## src/rtl/hs_merge_sync.sv

```systemverilog
// hs_merge_sync: merges two 4-phase bundled-data channels onto one valid/ready stream (round-robin).
// Define HS_MERGE_CNT_EN to add saturating per-channel grant counters cnt0_o/cnt1_o.
module hs_merge_sync #(
    parameter int N           = 1,
    parameter int SYNC_STAGES = 2   // legal range 2..4
) (
    input  logic         clk,
    input  logic         rst,
    input  logic         r0_i,
    output logic         a0_o,
    input  logic [N-1:0] d0_i,
    input  logic         r1_i,
    output logic         a1_o,
    input  logic [N-1:0] d1_i,
    output logic         valid_o,
    input  logic         ready_i,
    output logic [N-1:0] data_o,
    output logic         sel_o
`ifdef HS_MERGE_CNT_EN
    ,
    output logic [15:0]  cnt0_o,
    output logic [15:0]  cnt1_o
`endif
);

    typedef enum logic {IDLE, HOLD} state_t;

    state_t                 state_q, state_d;
    logic [SYNC_STAGES-1:0] s0_q, s1_q;
    logic                   r0_s, r1_s;
    logic                   gnt_q, gnt_d;
    logic                   last_q;
    logic                   slot_free;
    logic                   do_grant, do_release;

    // NOTE: all clocked state uses non-blocking assignments so every flop samples pre-edge values.
    always_ff @(posedge clk) begin
        if (rst) begin
            s0_q <= '0;
            s1_q <= '0;
        end else begin
            s0_q <= {s0_q[SYNC_STAGES-2:0], r0_i};
            s1_q <= {s1_q[SYNC_STAGES-2:0], r1_i};
        end
    end

    assign r0_s      = s0_q[SYNC_STAGES-1];
    assign r1_s      = s1_q[SYNC_STAGES-1];
    assign slot_free = !valid_o || ready_i;

    // NOTE: every output of this block gets a default first, so no latch can be inferred.
    always_comb begin
        state_d    = state_q;
        gnt_d      = gnt_q;
        do_grant   = 1'b0;
        do_release = 1'b0;
        case (state_q)
            IDLE: begin
                if (slot_free && (r0_s || r1_s)) begin
                    do_grant = 1'b1;
                    gnt_d    = (r0_s && r1_s) ? !last_q : r1_s;
                    state_d  = HOLD;
                end
            end
            HOLD: begin
                if (!(gnt_q ? r1_s : r0_s)) begin
                    do_release = 1'b1;
                    state_d    = IDLE;
                end
            end
            default: state_d = IDLE;
        endcase
    end

    always_ff @(posedge clk) begin
        if (rst) begin
            state_q <= IDLE;
            gnt_q   <= 1'b0;
            last_q  <= 1'b1;
            a0_o    <= 1'b0;
            a1_o    <= 1'b0;
            valid_o <= 1'b0;
            data_o  <= '0;
            sel_o   <= 1'b0;
        end else begin
            state_q <= state_d;
            if (do_grant) begin
                // A grant may coincide with a drain; the new word simply replaces the consumed one.
                gnt_q   <= gnt_d;
                last_q  <= gnt_d;
                data_o  <= gnt_d ? d1_i : d0_i;
                sel_o   <= gnt_d;
                valid_o <= 1'b1;
                a0_o    <= !gnt_d;
                a1_o    <= gnt_d;
            end else begin
                if (valid_o && ready_i) begin
                    valid_o <= 1'b0;
                end
                if (do_release) begin
                    a0_o <= 1'b0;
                    a1_o <= 1'b0;
                end
            end
        end
    end

`ifdef HS_MERGE_CNT_EN
    logic [15:0] cnt0_q, cnt1_q;

    always_ff @(posedge clk) begin
        if (rst) begin
            cnt0_q <= 16'd0;
            cnt1_q <= 16'd0;
        end else if (do_grant) begin
            if (!gnt_d && cnt0_q != 16'hFFFF) begin
                cnt0_q <= cnt0_q + 16'd1;
            end
            if (gnt_d && cnt1_q != 16'hFFFF) begin
                cnt1_q <= cnt1_q + 16'd1;
            end
        end
    end

    assign cnt0_o = cnt0_q;
    assign cnt1_o = cnt1_q;
`endif

endmodule

```

## config.mk

```make
export PLATFORM = sky130hd
export DESIGN_NAME = hs_merge_sync
export DESIGN_NICKNAME = d
export VERILOG_FILES = /design/src/rtl/hs_merge_sync.sv
export SDC_FILE = /design/constraint.sdc
export NUM_CORES = 1
export LEC_CHECK = 0
export BUFFER_PORTS_ARGS = -buffer_cell sky130_fd_sc_hd__buf_4
export CAP_MARGIN = 20
export CORE_AREA = 3 3 40 42
export CTS_CLUSTER_SIZE = 12
export DETAILED_ROUTE_END_ITERATION = 7
export DIE_AREA = 0 0 43 45
export GPL_TIMING_DRIVEN = 0
export PLACE_DENSITY_LB_ADDON = 0.12
export SYNTH_ARGS = -nofsm -noshare
export SYNTH_HDL_FRONTEND = slang
export SYNTH_SLANG_ARGS = --single-unit
```

## constraint.sdc

```tcl
create_clock -name clk -period 1.3 [get_ports clk]
set_input_delay 0.13 -clock clk [delete_from_list [all_inputs] [get_ports clk]]
set_output_delay 0.13 -clock clk [all_outputs]
set_load 0.02 [all_outputs]
```

# [Yosys cells after proc, flatten, opt, wreduce, memory -nomap -nowiden]
# Index checks and enable logic that the tools add are counted.
[op_classes] n_mux=16 n_mul=0 n_shift=0 n_reduce_logical=10 bitwise=1 n_addsub=0 order_cmp=0 eq_ne=0 n_div=0
[op_table] op="$mux 1" n=15
[op_table] op="$reduce_bool 2->1" n=2
[op_table] op="$logic_and 1x1->1" n=3
[op_table] op="$logic_not 1->1" n=3
[op_table] op="$logic_or 1x1->1" n=2
[op_table] op="$pmux 1 s2" n=1
[op_table] op="$not 1->1" n=1
[totals] regBits=11 latch_bits=0 mem_count=0 ram_bits=0 out_inout_bits=5 mem_bits_ro=0 word_cells=36 inputBits=7

# [Logic depth before layout (Yosys ltp)]
[depth] word_depth=7 mapped_depth=4

# [Worst setup path after synthesis]
# OpenSTA, ideal clock, no wires.
[synth_timing] kind="reg-to-reg" from="register valid_o" to="register data_o" n_path_buf=0 path_stages_with_launch=5 path_slack_ps=259 t_arrival_ps=919 cell_sequence="dfxtp_1 -> nand2b_4 -> nand3_2 -> mux2i_1 -> o41ai_2"
[synth_between] elab_chain_len=6
[synth_lines] element="from (decl)" line="15" rtl="output logic valid_o,"
[synth_lines] element="from (signal assigned)" line="82" rtl="valid_o <= 1'b0;"
[synth_lines] element="from (signal assigned)" line="93" rtl="valid_o <= 1'b1;"
[synth_lines] element="from (signal assigned)" line="98" rtl="valid_o <= 1'b0;"
[synth_lines] element="$logic_not 1->1 (*)" line="49" rtl="assign slot_free = !valid_o || ready_i;"
[synth_lines] element="$logic_or 1x1->1 (*)" line="49"
[synth_lines] element="$logic_and 1x1->1 (*)" line="59" rtl="if (slot_free && (r0_s || r1_s)) begin"
[synth_lines] element="$mux 1" line="59"
[synth_lines] element="$mux 1" line="57" rtl="case (state_q)"
[synth_lines] element="$mux 1" line="91" rtl="data_o <= gnt_d ? d1_i : d0_i;"
[synth_lines] element="to (signal assigned)" line="91"
[synth_lines] element="to (decl)" line="17" rtl="output logic [N-1:0] data_o,"
# Every way passes the cells marked *; elsewhere a longest branch is shown, timed or not.
# A chain may end at the register's enable or synchronous reset.

# [Worst setup path after layout]
[layout_timing] from="register s1_q[1]" to="register data_o"
[layout_between] elab_chain_len=5
[layout_lines] element="from (decl)" line="29" rtl="logic [SYNC_STAGES-1:0] s0_q, s1_q;"
[layout_lines] element="from (signal assigned)" line="43" rtl="s1_q <= {s1_q[SYNC_STAGES-2:0], r1_i};"
[layout_lines] element="$logic_and 1x1->1 or $logic_or 1x1->1 (tied branches)" line="61, 59"
[layout_lines] element="$mux 1 or $logic_and 1x1->1 (tied branches)" line="61, 59"
[layout_lines] element="$mux 1" line="59"
[layout_lines] element="$mux 1" line="57"
[layout_lines] element="$mux 1" line="91"
# Several ways; a longest one is shown, not always the timed one.

==> impl_metrics.toml <==
[cells_and_area]
final_nets = 69
fin_cells = 76
drive_gt1_share_pct = 31.1
area_growth_pct = 28.5
antenna_cells = 0
nFillCells = 143

[synth]
synthMuxAreaShare_pct = 4.47
yosysMostFrequentCell = "dfxtp_1"
synth_top_family_by_area = "simple AND/OR/NAND/NOR gates"
syn-cell-area_um2 = 448
synth_xor_area_share_pct = 0
synth_area_leaders = "dfxtp_1 (49%), a21oi_1 (7.8%), nor2b_1 (5.6%)"
yosysSeqAreaShare_pct = 49.2
synth-edff-count = 0
yosys.area_share.adder_pct = 0
synth-simple-area-share_pct = 26.0
synthTopCellsByCount = "dfxtp_1 (11), a21oi_1 (7), nand2_1 (4), nor2b_1 (4), nand3_1 (3)"
synth_nets = 53
ys_seq_elements = 11
ys.flop_type = "dfxtp_1"
yosysTopAreaCell = "dfxtp_1"
synth.top_cell.area_share_pct = 49.2
netlist_instances = 46
ys.warnings.count = 0
async_flop_share_pct = 0
syn_area_per_cell_um2 = 9.74
ys_types = 19
synth_compound_area_share_pct = 17.9

[die]
rows = 13
core_um2 = 1280
dieArea_um2 = 1940
start_util_pct = 34.9
ios = 12
dieWidth_um = 43
fp.dieH_um = 45

[placement]
place.gp.congestion = 0.667
dp_hpwl_um = 627
place_inst = 72
portBuffers = 11

[clock_network]
hold_buffers = 0
cts_tree = "yes"
post_cts_resized = 0
cts_buffers = 3
cts_max_path_buffers = 2
cts_root_buf = "clkbuf_4"
clkTransAtPathRegs_ns = 0.07
clock_latency_ns = 0.26
clock_sinks = 11
htree_levels = 1
post_cts_buffers = 0

[critical_path]
crit_family = "flip-flops"
crit_buf_inv = 0
worstPathArrival_ns = 1.33
slowest_delay_ns = 0.43
path_class = "flip-flop to flip-flop"
startpoint_type = "flip-flop"
crit_path_end_kind = "flip-flop"
cp_slowest_cell = "dfxtp_1"
crit_required_ns = 1.47
crit_chain = "nor2b_4, nand3_2, mux2i_1, o41ai_2"
path_max_fanout = 6

[sta]
fin_crit_sh_pct = 89.9
worstMarginPinSlew_ns = 0.436
skew_ns = 0.000860
setup_violations = 0
fmax_mhz = 855
maxSlewViolCount = 0
period_needed_ns = 1.17
hold_ws_ns = 0.0435
rsz0062_at_grt = "no"
fin_setup_tns_ns = 0
relSlewSlack_pct = 71.0
hold_violations = 0

[routing]
topRoutingLayerUsed = "met3"
dr_wl_met2_um = 346
wl_um = 817
ant_nets = 0
drt_iter0_drc = 7
drc = 0
routedLengthMet1_um = 401
routedWlPerCell_um = 10.8
wl_met3_um = 69
first_pass_iters = 4
num_vias = 363
vias_per_cell = 4.78

[pwr]
p_total_mw = 0.682
leakage_nw = 0.255
peakVddDrop_mv = 0.603
power.density_nw_per_um2 = 1190

[grt]
grt.overflow.total = 0
grt_pass1_vias = 346
antenna_found_initial = 0
grt_pass1_wl_um = 1460
global_route.usage.total_pct = 10.3
grt_start_max_net_pins = 11

[outcome]
status = "complete, no violations"

[flow_run]
maxCapViolCount = 0

[min_path]
hold_path_class = "input pin to flip-flop"
## cell usage in the layout, fill, tap and decap left out, types with 2 or more instances in the layout
cell type  Yosys  final
inv_1          2      2
clkbuf_4       0      3
dfxtp_1       11     11
mux2i_1        2      2
nand3_1        3      3
nor2b_1        4      4
nand2b_1       2      2
nand2_1        4      4
buf_4          0     11
a21oi_1        7      7
clkbuf_1       1      2
## per-layer routing
| metal | track usage (%) | vias to the layer above |
|---|---|---|
| li1 | - | 189 |
| met1 | 12.3 | 162 |
| met2 | 15.0 | 12 |
| met3 | 5.18 | 0 |
| met4 | 5.42 | 0 |
| met5 | 0 | - |
## sequential cells by signal, summed over array words and instances (netlist names)
| register | cells |
|---|---|
| a1_o | 1 |
| valid_o | 1 |
| data_o | 1 |
| a0_o | 1 |
| gnt_q | 1 |
| s1_q | 2 |
| state_q | 1 |
| s0_q | 2 |
| last_q | 1 |
## cell type report
cell class                 instances  area (um^2)  share of cell area, %
sequential                        11          220                   38.3
multi-input combinational         32          216                   37.6
timing repair buffer              11         82.6                   14.3
clock buffer                       4         26.3                   4.57
tap                               15         18.8                   3.26
inverter                           2         7.51                   1.30
buffer                             1         3.75                  0.652
## final timing paths
kind	startpoint	endpoint	slack (ns)	cells after the start
max	s1_q[1]$_SDFF_PP0_	data_o$_SDFFE_PP0P_	0.13	4
min	rst	s1_q[1]$_SDFF_PP0_	0.04	2
max reg2reg	s1_q[1]$_SDFF_PP0_	data_o$_SDFFE_PP0P_	0.13	4
min reg2reg	s0_q[0]$_SDFF_PP0_	s0_q[1]$_SDFF_PP0_	0.44	1
## cells by family after synthesis
kind of cell,after synthesis
AOI/OAI and AO/OA,12
buffers and inverters,3
DFF,11
muxes,2
and+or+nand+nor,18
## report_power, final
| group | leakage [nW] | switching, mW | total (mW) | internal (mW) |
|---|---|---|---|---|
| combinational | 0.150 | 0.0430 | 0.0883 | 0.0453 |
| sequential | 0.0903 | 0.0142 | 0.369 | 0.355 |
| clock | 0.0150 | 0.107 | 0.225 | 0.118 |
## metrics by stage
stage	utilization [%]	area [um^2]	setup slack (ns)
5_1_grt	44.8	576	0.0449
2_1_floorplan	-	448	0.259
3_5_place_dp	42.7	549	0.146
3_3_place_gp	42.7	549	0.135
4_1_cts	44.8	576	0.124
6_report	44.8	576	0.131
## worst reg2reg max path: stages, from the launching register on
cell and delay, ns:
dfxtp_1 0.43, nor2b_4 0.19, nand3_2 0.11, mux2i_1 0.14
o41ai_2 0.20
Note: power is estimated with default switching activity, not from simulation.
